### src/rtl/wave_meter_pkg.sv
// Shared types for the wave_meter receive-side measurement block.
package wave_meter_pkg;

  typedef enum logic [1:0] {UNKNOWN = 2'd0, LOW = 2'd1, HIGH = 2'd2} level_t;
  typedef enum logic [1:0] {IDLE = 2'd0, SEEK = 2'd1, MEASURE = 2'd2} state_t;

  localparam int CYCLES_W = 16;

endpackage

### src/rtl/wave_level_detect.sv
// Hysteresis comparator with a level register; flags LOW->HIGH transitions.
module wave_level_detect import wave_meter_pkg::*; #(
  parameter int SAMPLE_W = 16,
  parameter int HYST     = 256
) (
  input  logic                       clk,
  input  logic                       rst_n,
  input  logic                       clr,
  input  logic                       sample_valid,
  input  logic signed [SAMPLE_W-1:0] sample,
  output level_t                     level,
  output logic                       rise
);

  localparam logic signed [SAMPLE_W-1:0] TH_HI = SAMPLE_W'(HYST);
  localparam logic signed [SAMPLE_W-1:0] TH_LO = -TH_HI;

  level_t level_q;

  // level is the level after accepting the current sample, so the
  // accumulators can classify the sample in the same cycle
  always_comb begin
    level = level_q;
    if (sample_valid) begin
      if (sample >= TH_HI)      level = HIGH;
      else if (sample <= TH_LO) level = LOW;
    end
  end

  assign rise = sample_valid && (level_q == LOW) && (level == HIGH);

  always_ff @(posedge clk or negedge rst_n) begin
    if (!rst_n)   level_q <= UNKNOWN;
    else if (clr) level_q <= UNKNOWN;
    else          level_q <= level;
  end

endmodule

### src/rtl/wave_meter.sv
// Per-channel period / high-time / amplitude meter on rising zero crossings.
module wave_meter import wave_meter_pkg::*; #(
  parameter int SAMPLE_W   = 16,
  parameter int CNT_W      = 32,
  parameter int HYST       = 256,
  parameter int MAX_PERIOD = 2**20
) (
  input  logic                       clk,
  input  logic                       rst_n,
  input  logic                       en,
  input  logic                       sample_valid,
  input  logic signed [SAMPLE_W-1:0] sample,
  output logic                       meas_valid,
  output logic [CNT_W-1:0]           period,
  output logic [CNT_W-1:0]           high_count,
  output logic signed [SAMPLE_W-1:0] v_max,
  output logic signed [SAMPLE_W-1:0] v_min,
  output logic [CYCLES_W-1:0]        cycles,
  output logic                       timeout
);

  localparam logic [CNT_W-1:0] MAX_CNT = CNT_W'(MAX_PERIOD);

  state_t state, state_nxt;
  level_t level;
  logic   rise, acc;
  logic   load, tick, pub, to;

  logic [CNT_W-1:0]           cnt, hi, cnt_inc;
  logic signed [SAMPLE_W-1:0] acc_max, acc_min;

  logic                       pend;
  logic [CNT_W-1:0]           pend_period, pend_hi;
  logic signed [SAMPLE_W-1:0] pend_max, pend_min;

  wave_level_detect #(.SAMPLE_W(SAMPLE_W), .HYST(HYST)) u_lvl (
    .clk          (clk),
    .rst_n        (rst_n),
    .clr          (!en || state == IDLE),
    .sample_valid (sample_valid),
    .sample       (sample),
    .level        (level),
    .rise         (rise)
  );

  assign acc     = en && sample_valid;
  assign cnt_inc = cnt + CNT_W'(1);

  always_ff @(posedge clk or negedge rst_n) begin
    if (!rst_n) state <= IDLE;
    else        state <= state_nxt;
  end

  always_comb begin
    state_nxt = state;
    if (!en) state_nxt = IDLE;
    else begin
      case (state)
        IDLE:    state_nxt = SEEK;
        SEEK:    if (acc && rise) state_nxt = MEASURE;
        MEASURE: if (to) state_nxt = SEEK;
        default: state_nxt = IDLE;
      endcase
    end
  end

  // rise beats timeout: a rise sample never ticks, so to stays low
  always_comb begin
    load = 1'b0;
    tick = 1'b0;
    pub  = 1'b0;
    to   = 1'b0;
    if (acc) begin
      case (state)
        SEEK:    load = rise;
        MEASURE: begin
          load = rise;
          pub  = rise;
          tick = !rise;
          to   = !rise && (cnt_inc == MAX_CNT);
        end
        default: ;
      endcase
    end
  end

  always_ff @(posedge clk or negedge rst_n) begin
    if (!rst_n) begin
      cnt <= '0; hi <= '0; acc_max <= '0; acc_min <= '0;
    end else if (!en) begin
      cnt <= '0; hi <= '0; acc_max <= '0; acc_min <= '0;
    end else if (load) begin
      cnt <= CNT_W'(1); hi <= CNT_W'(1); acc_max <= sample; acc_min <= sample;
    end else if (tick) begin
      cnt <= cnt_inc;
      if (level == HIGH)    hi      <= hi + CNT_W'(1);
      if (sample > acc_max) acc_max <= sample;
      if (sample < acc_min) acc_min <= sample;
    end
  end

  // snapshot at the rise edge; presented one edge later with meas_valid
  always_ff @(posedge clk or negedge rst_n) begin
    if (!rst_n) begin
      pend <= 1'b0; pend_period <= '0; pend_hi <= '0; pend_max <= '0; pend_min <= '0;
    end else if (!en) begin
      pend <= 1'b0; pend_period <= '0; pend_hi <= '0; pend_max <= '0; pend_min <= '0;
    end else begin
      pend <= pub;
      if (pub) begin
        pend_period <= cnt;
        pend_hi     <= hi;
        pend_max    <= acc_max;
        pend_min    <= acc_min;
      end
    end
  end

  always_ff @(posedge clk or negedge rst_n) begin
    if (!rst_n) begin
      meas_valid <= 1'b0; period <= '0; high_count <= '0;
      v_max <= '0; v_min <= '0; cycles <= '0; timeout <= 1'b0;
    end else if (!en) begin
      meas_valid <= 1'b0; period <= '0; high_count <= '0;
      v_max <= '0; v_min <= '0; cycles <= '0; timeout <= 1'b0;
    end else begin
      meas_valid <= pend;
      if (pend) begin
        period     <= pend_period;
        high_count <= pend_hi;
        v_max      <= pend_max;
        v_min      <= pend_min;
        if (cycles != '1) cycles <= cycles + CYCLES_W'(1);
      end
      if (to)        timeout <= 1'b1;
      else if (pend) timeout <= 1'b0;
    end
  end

endmodule

### config.mk
export PLATFORM = sky130hd
export DESIGN_NAME = wave_meter
export DESIGN_NICKNAME = d
export VERILOG_FILES = /design/src/rtl/wave_meter_pkg.sv /design/src/rtl/wave_level_detect.sv /design/src/rtl/wave_meter.sv
export SDC_FILE = /design/constraint.sdc
export NUM_CORES = 1
export LEC_CHECK = 0
export ABC_AREA = 1
export BUFFER_PORTS_ARGS = -buffer_cell sky130_fd_sc_hd__buf_2
export CORE_ASPECT_RATIO = 1.4
export CORE_MARGIN = 2
export CORE_UTILIZATION = 49
export DETAILED_ROUTE_END_ITERATION = 12
export HOLD_SLACK_MARGIN = 0.1
export PLACE_DENSITY_LB_ADDON = 0.2
export SYNTH_ARGS = -nofsm -noshare
export SYNTH_HDL_FRONTEND = slang
export SYNTH_SLANG_ARGS = --single-unit
export TNS_END_PERCENT = 1
### constraint.sdc
create_clock -name clk -period 2.7 [get_ports clk]
set_clock_uncertainty 0.1 [all_clocks]
set_input_delay 0.135 -clock clk [delete_from_list [all_inputs] [get_ports clk]]
set_output_delay 0.135 -clock clk [all_outputs]
set_load 0.05 [all_outputs]
# Word-level counts from Yosys, hierarchy flattened
# Index checks and enable logic that the tools add are counted.
# word_totals
ff_bits	311
latch_bits	0
ram_bits	0
rom_bits	0
input_bits	20
elab_cells	111
n_memories	0
# classes
n_addsub	3
n_mul	0
div_mod_pow	0
n_lt_le_gt_ge	4
n_eq_ne	16
n_shift	0
n_mux	55
bitwise	0
n_reduce_logical	15
# ops
operator	n
2-to-1 mux 32 bit	15
2-to-1 mux 16 bit	19
adder 32 x 1 -> 32 bit (second input constant)	2
equality test 32 x 21 -> 1 bit (second input constant)	1
adder 16 x 1 -> 16 bit (second input constant)	1
greater-or-equal comparator 16 x 10 -> 1 bit (second input constant)	1
greater-than comparator 16 bit	1
less-or-equal comparator 16 x 9 -> 1 bit (second input constant)	1
< comparator 16 bit	1
!= test 16 bit (second input constant)	1
!= test 3 x 1 -> 1 bit (second input constant)	5
2-to-1 mux 2 bit	7
2-to-1 mux 1 bit	13
AND reduction 2 bit	5
!= test 2 x 1 -> 1 bit (second input constant)	3
!= test 3 bit (second input constant)	2
one-hot mux 2 bit (3 select lines)	1
logical AND 1 bit	5
equality test 2 x 1 -> 1 bit (second input constant)	2
equality test 2 bit (second input constant)	2
logical NOT 1 bit	2
logical NOT 2 bit	1
OR reduction 2 bit	1
logical OR 1 bit	1

# Logic depth before layout (Yosys ltp)
# Gate-level depths: netlist (run 1).
# depth
depth_word	13
ltp_mapped	17
mapped_depth_nobuf	17

# Hierarchy
# A second synthesis (run 1) with hierarchy kept.
# unflattened
cells_unflattened	1660
area_unflattened_um2	14223.6
# by_module_without_submodules
mod	n_inst	cells_per_inst	area_per_inst_um2
wave_meter	1	1615	13988.4
wave_level_detect	1	45	235.2

# Least setup slack after synthesis (run 1)
# OpenSTA, ideal clock, no wires.
# synth_timing
path_type	reg2reg
startpoint	register cycles[3]
endpoint	register cycles[14]
setup_ns	0.132
arrival_time_ns	1.985
required_ns	2.468
setup_slack_ns	0.483
path_stages_with_launch	13
path_buffers	0
synth_period_minus_slack_ns	2.217
cell_sequence	dfrtp_1 -> nand3_1 -> nor2_1 -> nand4_1 -> nand2_1 -> inv_1 -> nand2_1 -> nor2_2 -> nand2_1 -> nor2_1 -> nand2_1 -> xor2_1 -> nor2_1
# synth_between
elab_chain_len	4
word_cells_on_any_way	7
cone_classes	add/sub: 1; eq/ne: 2; mux: 3; reduce/logical: 1
# synth_rtl
element	line	text
from (decl)	wave_meter.sv:18	output logic [CYCLES_W-1:0] cycles,
from (signal assigned)	wave_meter.sv:133	if (cycles != '1) cycles <= cycles + CYCLES_W'(1);
adder 16 x 1 -> 16 bit	wave_meter.sv:133	
2-to-1 mux 16 bit	wave_meter.sv:133	
2-to-1 mux 16 bit	wave_meter.sv:128	if (pend) begin
2-to-1 mux 16 bit	wave_meter.sv:123	end else if (!en) begin
# Parallel ways exist; a longest one is shown, timed or not. The select of a mux whose other input is x is not followed.
# A chain may end at the register's enable or synchronous reset.

# Worst setup path after layout (run 1)
# layout_timing
startpoint	register cnt[2]
endpoint	register state[1]
# layout_between
elab_chain_len	7
# layout_rtl
element	line	text
from (decl)	wave_meter.sv:29	logic [CNT_W-1:0] cnt, hi, cnt_inc;
from (signal assigned)	wave_meter.sv:95	cnt <= cnt_inc;
adder 32 x 1 -> 32 bit	wave_meter.sv:47	assign cnt_inc = cnt + CNT_W'(1);
equality test 32 x 21 -> 1 bit	wave_meter.sv:80	to = !rise && (cnt_inc == MAX_CNT);
logical AND 1 bit	wave_meter.sv:80	
2-to-1 mux 1 bit	wave_meter.sv:74	case (state)
2-to-1 mux 1 bit	wave_meter.sv:73	if (acc) begin
!= test 3 bit (no source line)	n/a	
AND reduction 2 bit (no source line)	n/a	
to (signal assigned)	wave_meter.sv:51	else state <= state_nxt;
to (decl)	wave_meter.sv:24	state_t state, state_nxt;
# No other way between the ends.

==> results of run 1 <==
-- cells by family (layout without fill, tap and decap cells) --
logic type,count (synthesis),in the layout,synth area share
compound gates,321,321,0.125
xor+xnor,35,35,0.0209
fa+ha+maj,37,37,0.0316
buf+inv,340,505,0.0915
flops,311,311,0.531
other cells,0,1,0
simple gates,691,691,0.200
-- cells in the final DEF, fill, tap and decap left out, types with 4 or more instances in the layout --
cell and instances:
inv_1 270, a21oi_1 29, nor2_2 8, clkbuf_8 6
o21ai_2 6, dlygate4sd3_1 20, xor2_1 32, nor3_1 45
nor4_1 9, o22ai_1 110, clkbuf_1 7, clkbuf_16 31
nand3_1 65, clkinv_2 4, nand4_1 14, buf_2 132
nor2_4 6, o22ai_2 4, nand2_1 415, o21ai_0 160
buf_12 5, buf_4 18, nor2_1 110, dfrtp_1 311
ha_1 37, nand2_2 5
-- sequential cells by signal, summed over array words and instances (netlist names), 32 cells and up --
register / cells
pend_period: 32
high_count: 32
cnt: 32
hi: 32
period: 32
pend_hi: 32
-- routing by layer --
layer	vias to the layer above	share of wire	GRT usage
met4	0	0.028	0.0823
met3	72	0.048	0.0319
met2	343	0.50	0.419
met5	-	0	0
li1	5889	-	-
met1	5817	0.43	0.324
-- final timing paths --
kind                            from                to  cells past startpoint
hold / removal                 rst_n           cnt[22]                      3
max in group asynchronous      rst_n  u_lvl.level_q[0]                      3
setup / recovery              cnt[2]          state[1]                     14
setup reg to reg              cnt[2]          state[1]                     14
min in group clk                  en        cycles[15]                      4
hold reg to reg            period[6]         period[6]                      2
-- worst max-delay path, cell delays in order, from the launching register on --
cell and delay [ps]:
dfrtp_1 460, nand3_1 200, nor2_2 340, nand2_2 140, nor2_1 140, xor2_1 200, nand2_1 90, nor2_1 160
nand2_1 70, nor2_1 90, nand2_1 100, nand2_2 90, nand2_1 60, nand2_1 60, nand2_1 50
-- synthesized netlist by cell type, drive strengths merged --
| cell | n | area (um2) |
|---|---|---|
| nand4 | 15 | 109 |
| nor3 | 45 | 225 |
| nand2 | 423 | 1610 |
| o21bai | 3 | 22.5 |
| nor2 | 124 | 518 |
| o22ai | 114 | 738 |
| nor4 | 9 | 56.3 |
| o221ai | 1 | 8.76 |
| xnor2 | 3 | 26.3 |
| o21ai | 168 | 863 |
| dfrtp | 311 | 7780 |
| a21boi | 1 | 7.51 |
| a211oi | 1 | 7.51 |
| o21a | 1 | 7.51 |
| nor3b | 3 | 22.5 |
| a21oi | 29 | 145 |
| xor2 | 32 | 280 |
| nand3 | 68 | 363 |
| inv | 274 | 1030 |
| clkbuf | 34 | 128 |
| ha | 37 | 463 |
| a31oi | 2 | 18.8 |
| buf | 32 | 180 |
| and3 | 2 | 12.5 |
| nand3b | 2 | 15.0 |
| o211ai | 1 | 7.51 |
-- final cells by class --
cell class                      instances  area, um2
Multi-Input combinational cell       1084       5550
Clock inverter                         11        144
Fill cell                            2687      12400
Timing Repair Buffer                  176       1110
Inverter                              274       1030
Clock buffer                           44        885
Antenna cell                            1       2.50
Sequential cell                       311       7780
Tap cell                              380        475
-- power breakdown --
group	total [mW]	switching, mW	internal, mW	leakage (nW)
registers	4.76	0.0397	4.72	4.31
logic	0.729	0.514	0.216	3.13
clock network	4.38	1.82	2.56	0.504
total	9.87	2.38	7.50	7.94
-- through the flow --
step                      utilization  worst slack [ps]  hold WS, ps  power, mW
after global placement          0.537               277         -107       5.54
final                           0.579               266          114       9.87
after floorplan                     -               483         -261       5.26
after CTS                       0.578               205          123       9.96
after detailed placement        0.537               215         -105       5.56
after global routing            0.579              31.2          141       10.3
-- what timing repair did --
| action | CTS | global route |
|---|---|---|
| hold endpoints to repair | 372 | 0 |
| setup buffers | 0 | 0 |
| endpoints found under the setup margin | 0 | 2 |
| gates resized for setup | 0 | 3 |
| hold buffers | 20 | 0 |
==> impl_metrics.env, run 1 <==
export IMPL_stdcell_count=2281
export IMPL_period_share=0.901
export IMPL_max_vdd_ir_drop_uv=462
export IMPL_slew_viol_final=0
export IMPL_worst_setup_path_type="reg2reg"
export IMPL_worstMarginPinSlew_ps=1140
export IMPL_grt_pass1_wl_mm=62.4
export IMPL_cts_sinks=311
export IMPL_start_kind="flop"
export IMPL_ys_seq_area_frac=0.531
export IMPL_dieHeight_um=209
export IMPL_portBuffers=133
export IMPL_grt_max_degree=98
export IMPL_arrival_ps=2790
export IMPL_pwr_density_cell_nw_per_um2=581
export IMPL_area_growth_pct=15.9
export IMPL_setup_tns_final_ps=0
export IMPL_ios=134
export IMPL_cts_root_buf="clkbuf_16"
export IMPL_overflow=0
export IMPL_worstSetupEndpointType="flop"
export IMPL_cts_buffers=30
export IMPL_finalSetupViolations=0
export IMPL_gr_usage_all_layers=0.246
export IMPL_finalHoldViolCount=0
export IMPL_die_w_um=150
export IMPL_syn_instance_count=1735
export IMPL_dr_total_vias=12100
export IMPL_ys_ff_latch=311
export IMPL_status="finished clean"
export IMPL_crit_required_ps=3060
export IMPL_htreeDepth=1
export IMPL_path_clk_slew_ps=70
export IMPL_syn_nets=1792
export IMPL_wl_mm=37.9
export IMPL_path_max_fanout=7
export IMPL_wire_per_inst_um=16.6
export IMPL_rsz0062_at_grt="false"
export IMPL_drive_gt1_frac=0.129
export IMPL_yosysUniqueCellTypes=42
export IMPL_core_area_um2=29400
export IMPL_final_area_um2=17000
export IMPL_routabilityCongestion=0.914
export IMPL_cap_violations=0
export IMPL_clock_fmax_ghz=0.411
export IMPL_fin_crit_ps=2430
export IMPL_ant_nets=0
export IMPL_dr_pass1_iters=6
export IMPL_num_nets_final=1934
export IMPL_syn_area_um2=14700
export IMPL_holdCritPathClass="in2async"
export IMPL_via_per_inst=5.31
export IMPL_grt_pass1_vias=12000
export IMPL_syn_area_per_cell_um2=8.44
export IMPL_place_area_um2=15700
export IMPL_drtIter0Drc=731
export IMPL_clkLatencyLatePin_ps=570
export IMPL_rows=74
export IMPL_tritoncts="built"
export IMPL_r2r_slack_ps=270
export IMPL_antenna_found_initial=1
export IMPL_dp_cells=2205
export IMPL_p_leak_nw=7.94
export IMPL_die_area_um2=31300
export IMPL_post_dp_hpwl_mm=26.2
export IMPL_ys_warn_count=0
export IMPL_cts_buffer_depth=3
export IMPL_slew_headroom=0.238
export IMPL_start_util=0.499
export IMPL_drc_errors=0
(Power assumes the default switching activity.)
==> run 2: changes to the inputs <==
Settings changed: ABC_AREA 1 to not set.
==> run 2 against run 1 <==
Against the previous run: critical path type unchanged; register-to-register slack got worse by 500 ps; die area rose by 0.47%; fmax is 17% lower; non-clock buffer count increased by 100; count of clock-buffer cells in the layout rose by 1; combinational power shrank 29%; clock power decreased by 3%; the run now ends with setup timing left; area after synthesis up 0.48%; sequential cell count unchanged; sequential share of layout area shrank 2.3 points.
==> impl_metrics.env, run 2 <==
export IMPL_status="complete, but fails checks"
export IMPL_violations="setup timing"
export IMPL_die_w_um=150
export IMPL_synthTopCellsByCount="dfrtp_1 (311), nand2_1 (237), nor2_1 (199), o21ai_0 (110), mux2i_1 (100)"
export IMPL_synth_edf_count=0
export IMPL_rows=75
export IMPL_path_clk_slew_ps=60
export IMPL_finalSetupViolations=2
export IMPL_start_kind="flop"
export IMPL_die_area_um2=31500
export IMPL_cts_buffer_depth=3
export IMPL_holdCritPathClass="in2async"
export IMPL_ys_top_cells_by_area="dfrtp_1 (53%), mux2i_1 (6.8%), nand2_1 (6.0%), nor2_1 (5.1%), o21ai_0 (3.7%)"
export IMPL_finalHoldViolCount=0
export IMPL_dp_cells=2053
export IMPL_syn_area_per_cell_um2=9.76
export IMPL_slew_viol_final=0
export IMPL_async_reset_ff_frac=1.00
export IMPL_fin_crit_ps=2930
export IMPL_drive_gt1_frac=0.207
export IMPL_routabilityCongestion=0.874
export IMPL_wl_mm=34.4
export IMPL_multi_input_area_um2=6490
export IMPL_pwr_density_cell_nw_per_um2=533
export IMPL_synth_top_cell_by_area="dfrtp_1"
export IMPL_clkLatencyLatePin_ps=570
export IMPL_ys_ff_latch=311
export IMPL_dr_pass1_iters=4
export IMPL_final_common_cell="dfrtp_1"
export IMPL_cts_buffers=30
export IMPL_dieHeight_um=209
export IMPL_final_area_um2=17900
export IMPL_core_area_um2=29700
export IMPL_tritoncts="built"
export IMPL_setup_ws_ps=-233
export IMPL_ys_seq_area_frac=0.529
export IMPL_ios=134
export IMPL_worstSetupEndpointType="flop"
export IMPL_seq_area_um2=7790
export IMPL_cap_violations=0
export IMPL_via_per_inst=5.29
export IMPL_worstMarginPinSlew_ps=801
export IMPL_max_vdd_ir_drop_uv=545
export IMPL_clock_fmax_ghz=0.341
export IMPL_gr_usage_all_layers=0.227
export IMPL_worst_setup_path_type="reg2reg"
export IMPL_path_max_fanout=5
export IMPL_rsz0062_at_grt="true"
export IMPL_period_share=1.09
export IMPL_final_cell_mix="dfrtp_1 (308), nand2_1 (235), nor2_1 (199), buf_2 (131), buf_4 (109)"
export IMPL_ys_warn_count=0
export IMPL_antenna_cells=0
export IMPL_slew_headroom=0.466
export IMPL_grt_pass1_wl_mm=58.5
export IMPL_stdcell_count=2128
export IMPL_wire_per_inst_um=16.2
export IMPL_drtIter0Drc=437
export IMPL_antenna_found_initial=0
export IMPL_syn_instance_count=1508
export IMPL_p_leak_nw=8.11
export IMPL_utilization=0.601
export IMPL_num_nets_final=1779
export IMPL_post_dp_hpwl_mm=23.6
export IMPL_cts_sinks=311
export IMPL_start_util=0.495
export IMPL_hold_ws_ps=111
export IMPL_post_synth_top_count_cell="dfrtp_1"
export IMPL_r2r_slack_ps=-230
export IMPL_yosysUniqueCellTypes=57
export IMPL_cts_root_buf="clkbuf_16"
export IMPL_n_fill_cell=2567
export IMPL_dr_total_vias=11200
export IMPL_crit_required_ps=3060
export IMPL_grt_max_degree=102
export IMPL_portBuffers=133
export IMPL_area_growth_pct=21.5
export IMPL_grt_pass1_vias=11600
export IMPL_reg2reg_depth=9
export IMPL_syn_area_um2=14700
export IMPL_place_area_um2=16600
export IMPL_drc_errors=0
export IMPL_ant_nets=0
export IMPL_synth_top_area_share=0.529
export IMPL_syn_nets=1565
export IMPL_htreeDepth=1
export IMPL_overflow=0
export IMPL_arrival_ps=3290
export IMPL_synthFlopType="dfrtp_1"
-- run 2: changes by cell type after synthesis, moves of 37 or more --
cell      before  now
inv_1        270   47
mux2i_1        0  100
clkbuf_1      34   71
o22ai_1      110    3
xnor2_1        3   55
nor2_1       113  199
o21ai_0      160  110
nand2_1      418  237
-- run 2: repair_timing --
action | 4_1_cts | 5_1_grt
pin swaps | 1 | 1
setup endpoints to repair | 18 | 39
endpoints found under the hold margin | 299 | 0
hold buffers | 21 | 0
resized for setup | 5 | 10
setup buffers | 1 | 0
-- run 2: where the power goes --
group          total [mW]  switching (mW)  internal, mW
Combinational       0.520           0.321         0.199
Clock                4.27            1.77          2.50
Sequential           4.74          0.0366          4.70
Total                9.53            2.13          7.40
-- run 2: cell families (layout without fill, tap and decap cells) --
family	Yosys count	count (layout)	share of synthesized area
buf+inv	141	376	0.0369
xor+xnor	75	75	0.0446
compound gates	178	178	0.0702
fa+ha+maj	37	37	0.0314
flops	311	311	0.529
mux	131	131	0.0917
simple gates	635	635	0.196
-- run 2: layout make-up --
| cell class | count | area share |
|---|---|---|
| inverters | 47 | 0.0100 |
| well taps | 385 | 0.0269 |
| flip-flops and latches | 311 | 0.435 |
| clock inverters | 8 | 0.00692 |
| repair buffers | 276 | 0.110 |
| multi-input cells | 1056 | 0.363 |
| clock buffers | 45 | 0.0485 |
-- run 2: metrics by stage --
stage	total power [mW]	setup TNS (ps)	setup WS (ps)
global placement	5.31	-1310	-169
CTS	9.65	-365	-218
detailed placement	5.32	-2960	-223
floorplan	5.06	-3710	-184
finish	9.53	-394	-233
global route	9.89	-1390	-383
-- run 2: worst paths after layout --
| kind | end | startpoint |
|---|---|---|
| worst max-delay path | state[0] | cnt[0] |
| worst min-delay path | v_max[7] | rst_n |
| worst max register to register | state[0] | cnt[0] |
| worst min register to register | pend_min[15] | acc_min[15] |
| max in group asynchronous | high_count[24] | rst_n |
| min in group clk | u_lvl.level_q[0] | sample[8] |
-- run 2: metal layers --
layer / up-vias / wire length, um / GRT usage
met5: - / 0 / 0
met4: 0 / 690 / 0.0582
met3: 51 / 1110 / 0.0262
met1: 5484 / 14800 / 0.292
met2: 178 / 17800 / 0.403
li1: 5534 / - / -
-- run 2: critical path: stages (launching register included) --
cell and delay [ps]:
dfrtp_1 420, ha_2 210, nand4_1 120, or4_4 460, nor3_2 120, a31oi_1 100
or4_1 550, o41a_1 390, o21a_1 190, o21a_1 180
==> run 3: changes to the inputs <==
Settings changed: CORE_UTILIZATION 49 to 40.
==> run 3 against run 2 <==
Against the previous run: the run still ends with setup timing left; utilization shrank 10 points; count of clock-buffer cells in the layout shrank 6; global-route usage shrank 3.7 points; sequential share of layout area shrank 0.66 points; worst hold slack gained 270 ps; largest cell class unchanged.
==> impl_metrics.env, run 3 (synthesis results as in run 2) <==
export IMPL_status="complete, but fails checks"
export IMPL_violations="setup timing"
export IMPL_drtIter0Drc=681
export IMPL_grt_max_degree=90
export IMPL_arrival_ps=3230
export IMPL_cpPeakStageDelay_ps=520
export IMPL_grt_pass1_wl_mm=60.3
export IMPL_core_area_um2=36500
export IMPL_met1Wirelength_mm=16.0
export IMPL_utilization=0.498
export IMPL_multi_input_area_um2=6480
export IMPL_finalSetupViolations=2
export IMPL_dr_total_vias=11300
export IMPL_n_fill_cell=3371
export IMPL_start_util=0.404
export IMPL_drive_gt1_frac=0.214
export IMPL_wl_mm=36.1
export IMPL_worstMarginPinSlew_ps=934
export IMPL_final_common_cell="dfrtp_1"
export IMPL_dieHeight_um=231
export IMPL_path_cells="nand4_4 -> or3_4 -> or4_4 -> and4bb_1 -> o22ai_1 -> o41a_1 -> o21a_1 -> o21a_1"
export IMPL_critPathSlowestCell="or4_4"
export IMPL_path_max_fanout=5
export IMPL_cts_root_buf="clkbuf_16"
export IMPL_pwr_density_cell_nw_per_um2=562
export IMPL_wire_per_inst_um=16.3
export IMPL_portBuffers=133
export IMPL_setup_tns_final_ps=-249
export IMPL_cts_sinks=311
export IMPL_seq_area_um2=7790
export IMPL_rsz0062_at_grt="true"
export IMPL_rows=83
export IMPL_wl_met2_mm=18.1
export IMPL_grt_pass1_vias=11500
export IMPL_cap_violations=0
export IMPL_num_nets_final=1782
export IMPL_clkLatencyLatePin_ps=570
export IMPL_cts_buffers=31
export IMPL_post_dp_hpwl_mm=25.0
export IMPL_area_growth_pct=23.4
export IMPL_p_leak_nw=8.20
export IMPL_ant_nets=0
export IMPL_finalPower_mw=10.2
export IMPL_worst_setup_path_type="reg2reg"
export IMPL_final_cell_mix="dfrtp_1 (308), nand2_1 (235), nor2_1 (199), buf_2 (131), buf_4 (112)"
export IMPL_htreeDepth=1
export IMPL_cp_common_cell="o21a_1"
export IMPL_clock_fmax_ghz=0.349
export IMPL_holdCritPathClass="in2reg"
export IMPL_worstSetupEndpointType="flop"
export IMPL_period_share=1.06
export IMPL_path_clk_slew_ps=70
export IMPL_die_area_um2=38400
export IMPL_via_per_inst=5.10
export IMPL_tritoncts="built"
export IMPL_ios=134
export IMPL_overflow=0
export IMPL_gr_usage_all_layers=0.190
export IMPL_drc_errors=0
export IMPL_setup_ws_ps=-163
export IMPL_max_vdd_ir_drop_uv=539
export IMPL_fin_crit_ps=2860
export IMPL_routabilityCongestion=0.864
export IMPL_wl_met3_mm=1.10
export IMPL_cts_buffer_depth=3
export IMPL_topRoutingLayerUsed="met4"
export IMPL_antenna_found_initial=2
export IMPL_finalHoldViolCount=0
export IMPL_die_w_um=166
export IMPL_slew_viol_final=0
export IMPL_start_kind="flop"
export IMPL_crit_required_ps=3070
export IMPL_dr_pass1_iters=4
export IMPL_slew_headroom=0.377
-- run 3: critical path: cells and delay by family, from the launching register on --
family,cells,cell delay (ps)
AO/OA/AOI/OAI,4,930
flip-flops,1,440
AND/OR/NAND/NOR,4,1310
-- run 3: timing repair --
item,in CTS,in global routing
hold buffers,24,0
pin swaps,5,0
hold endpoints to repair,382,0
buffers inserted,2,0
gates resized for setup,11,5
endpoints found under the setup margin,18,34
-- run 3: final timing paths --
| path | endpoint | cells after the start | slack (ps) | start |
|---|---|---|---|---|
| setup / recovery | state[0] | 8 | -160 | cnt[9] |
| hold / removal | u_lvl.level_q[0] | 7 | 380 | sample[11] |
| setup reg to reg | state[0] | 8 | -160 | cnt[9] |
| hold reg to reg | pend_min[15] | 2 | 400 | acc_min[15] |
| max in group asynchronous | cnt[10] | 4 | 1450 | rst_n |
| min in group asynchronous | v_min[9] | 4 | 640 | rst_n |
-- run 3: area by class of cell --
cell class / instances / area share
clock buffer: 39 / 0.0482
tap: 467 / 0.0322
timing repair buffer: 278 / 0.107
sequential: 311 / 0.429
inverter: 47 / 0.00985
antenna: 2 / 0.000276
clock inverter: 18 / 0.0170
multi-input combinational: 1056 / 0.357
-- run 3: metrics by stage --
| step | worst slack [ps] | std cells | hold WS, ps | cell area (um2) |
|---|---|---|---|---|
| 2_1_floorplan | -184 | 1508 | -261 | 14800 |
| 3_3_place_gp | -169 | 2133 | 43.2 | 16600 |
| 3_5_place_dp | -191 | 2133 | 47.0 | 16600 |
| 4_1_cts | -145 | 2216 | 366 | 18100 |
| 5_1_grt | -293 | 2218 | 430 | 18200 |
| 6_report | -163 | 2218 | 378 | 18200 |
-- run 3: power by group --
part | switching, mW | internal, mW | leakage (nW) | total [mW]
combinational | 0.321 | 0.199 | 3.32 | 0.519
clock | 1.88 | 3.06 | 0.576 | 4.94
sequential | 0.0384 | 4.70 | 4.31 | 4.74
total | 2.24 | 7.96 | 8.20 | 10.2
-- run 3: layer usage --
| metal | GRT usage | up-vias |
|---|---|---|
| li1 | - | 5541 |
| met1 | 0.244 | 5525 |
| met2 | 0.334 | 183 |
| met4 | 0.0603 | 0 |
| met5 | 0 | - |
| met3 | 0.0225 | 61 |
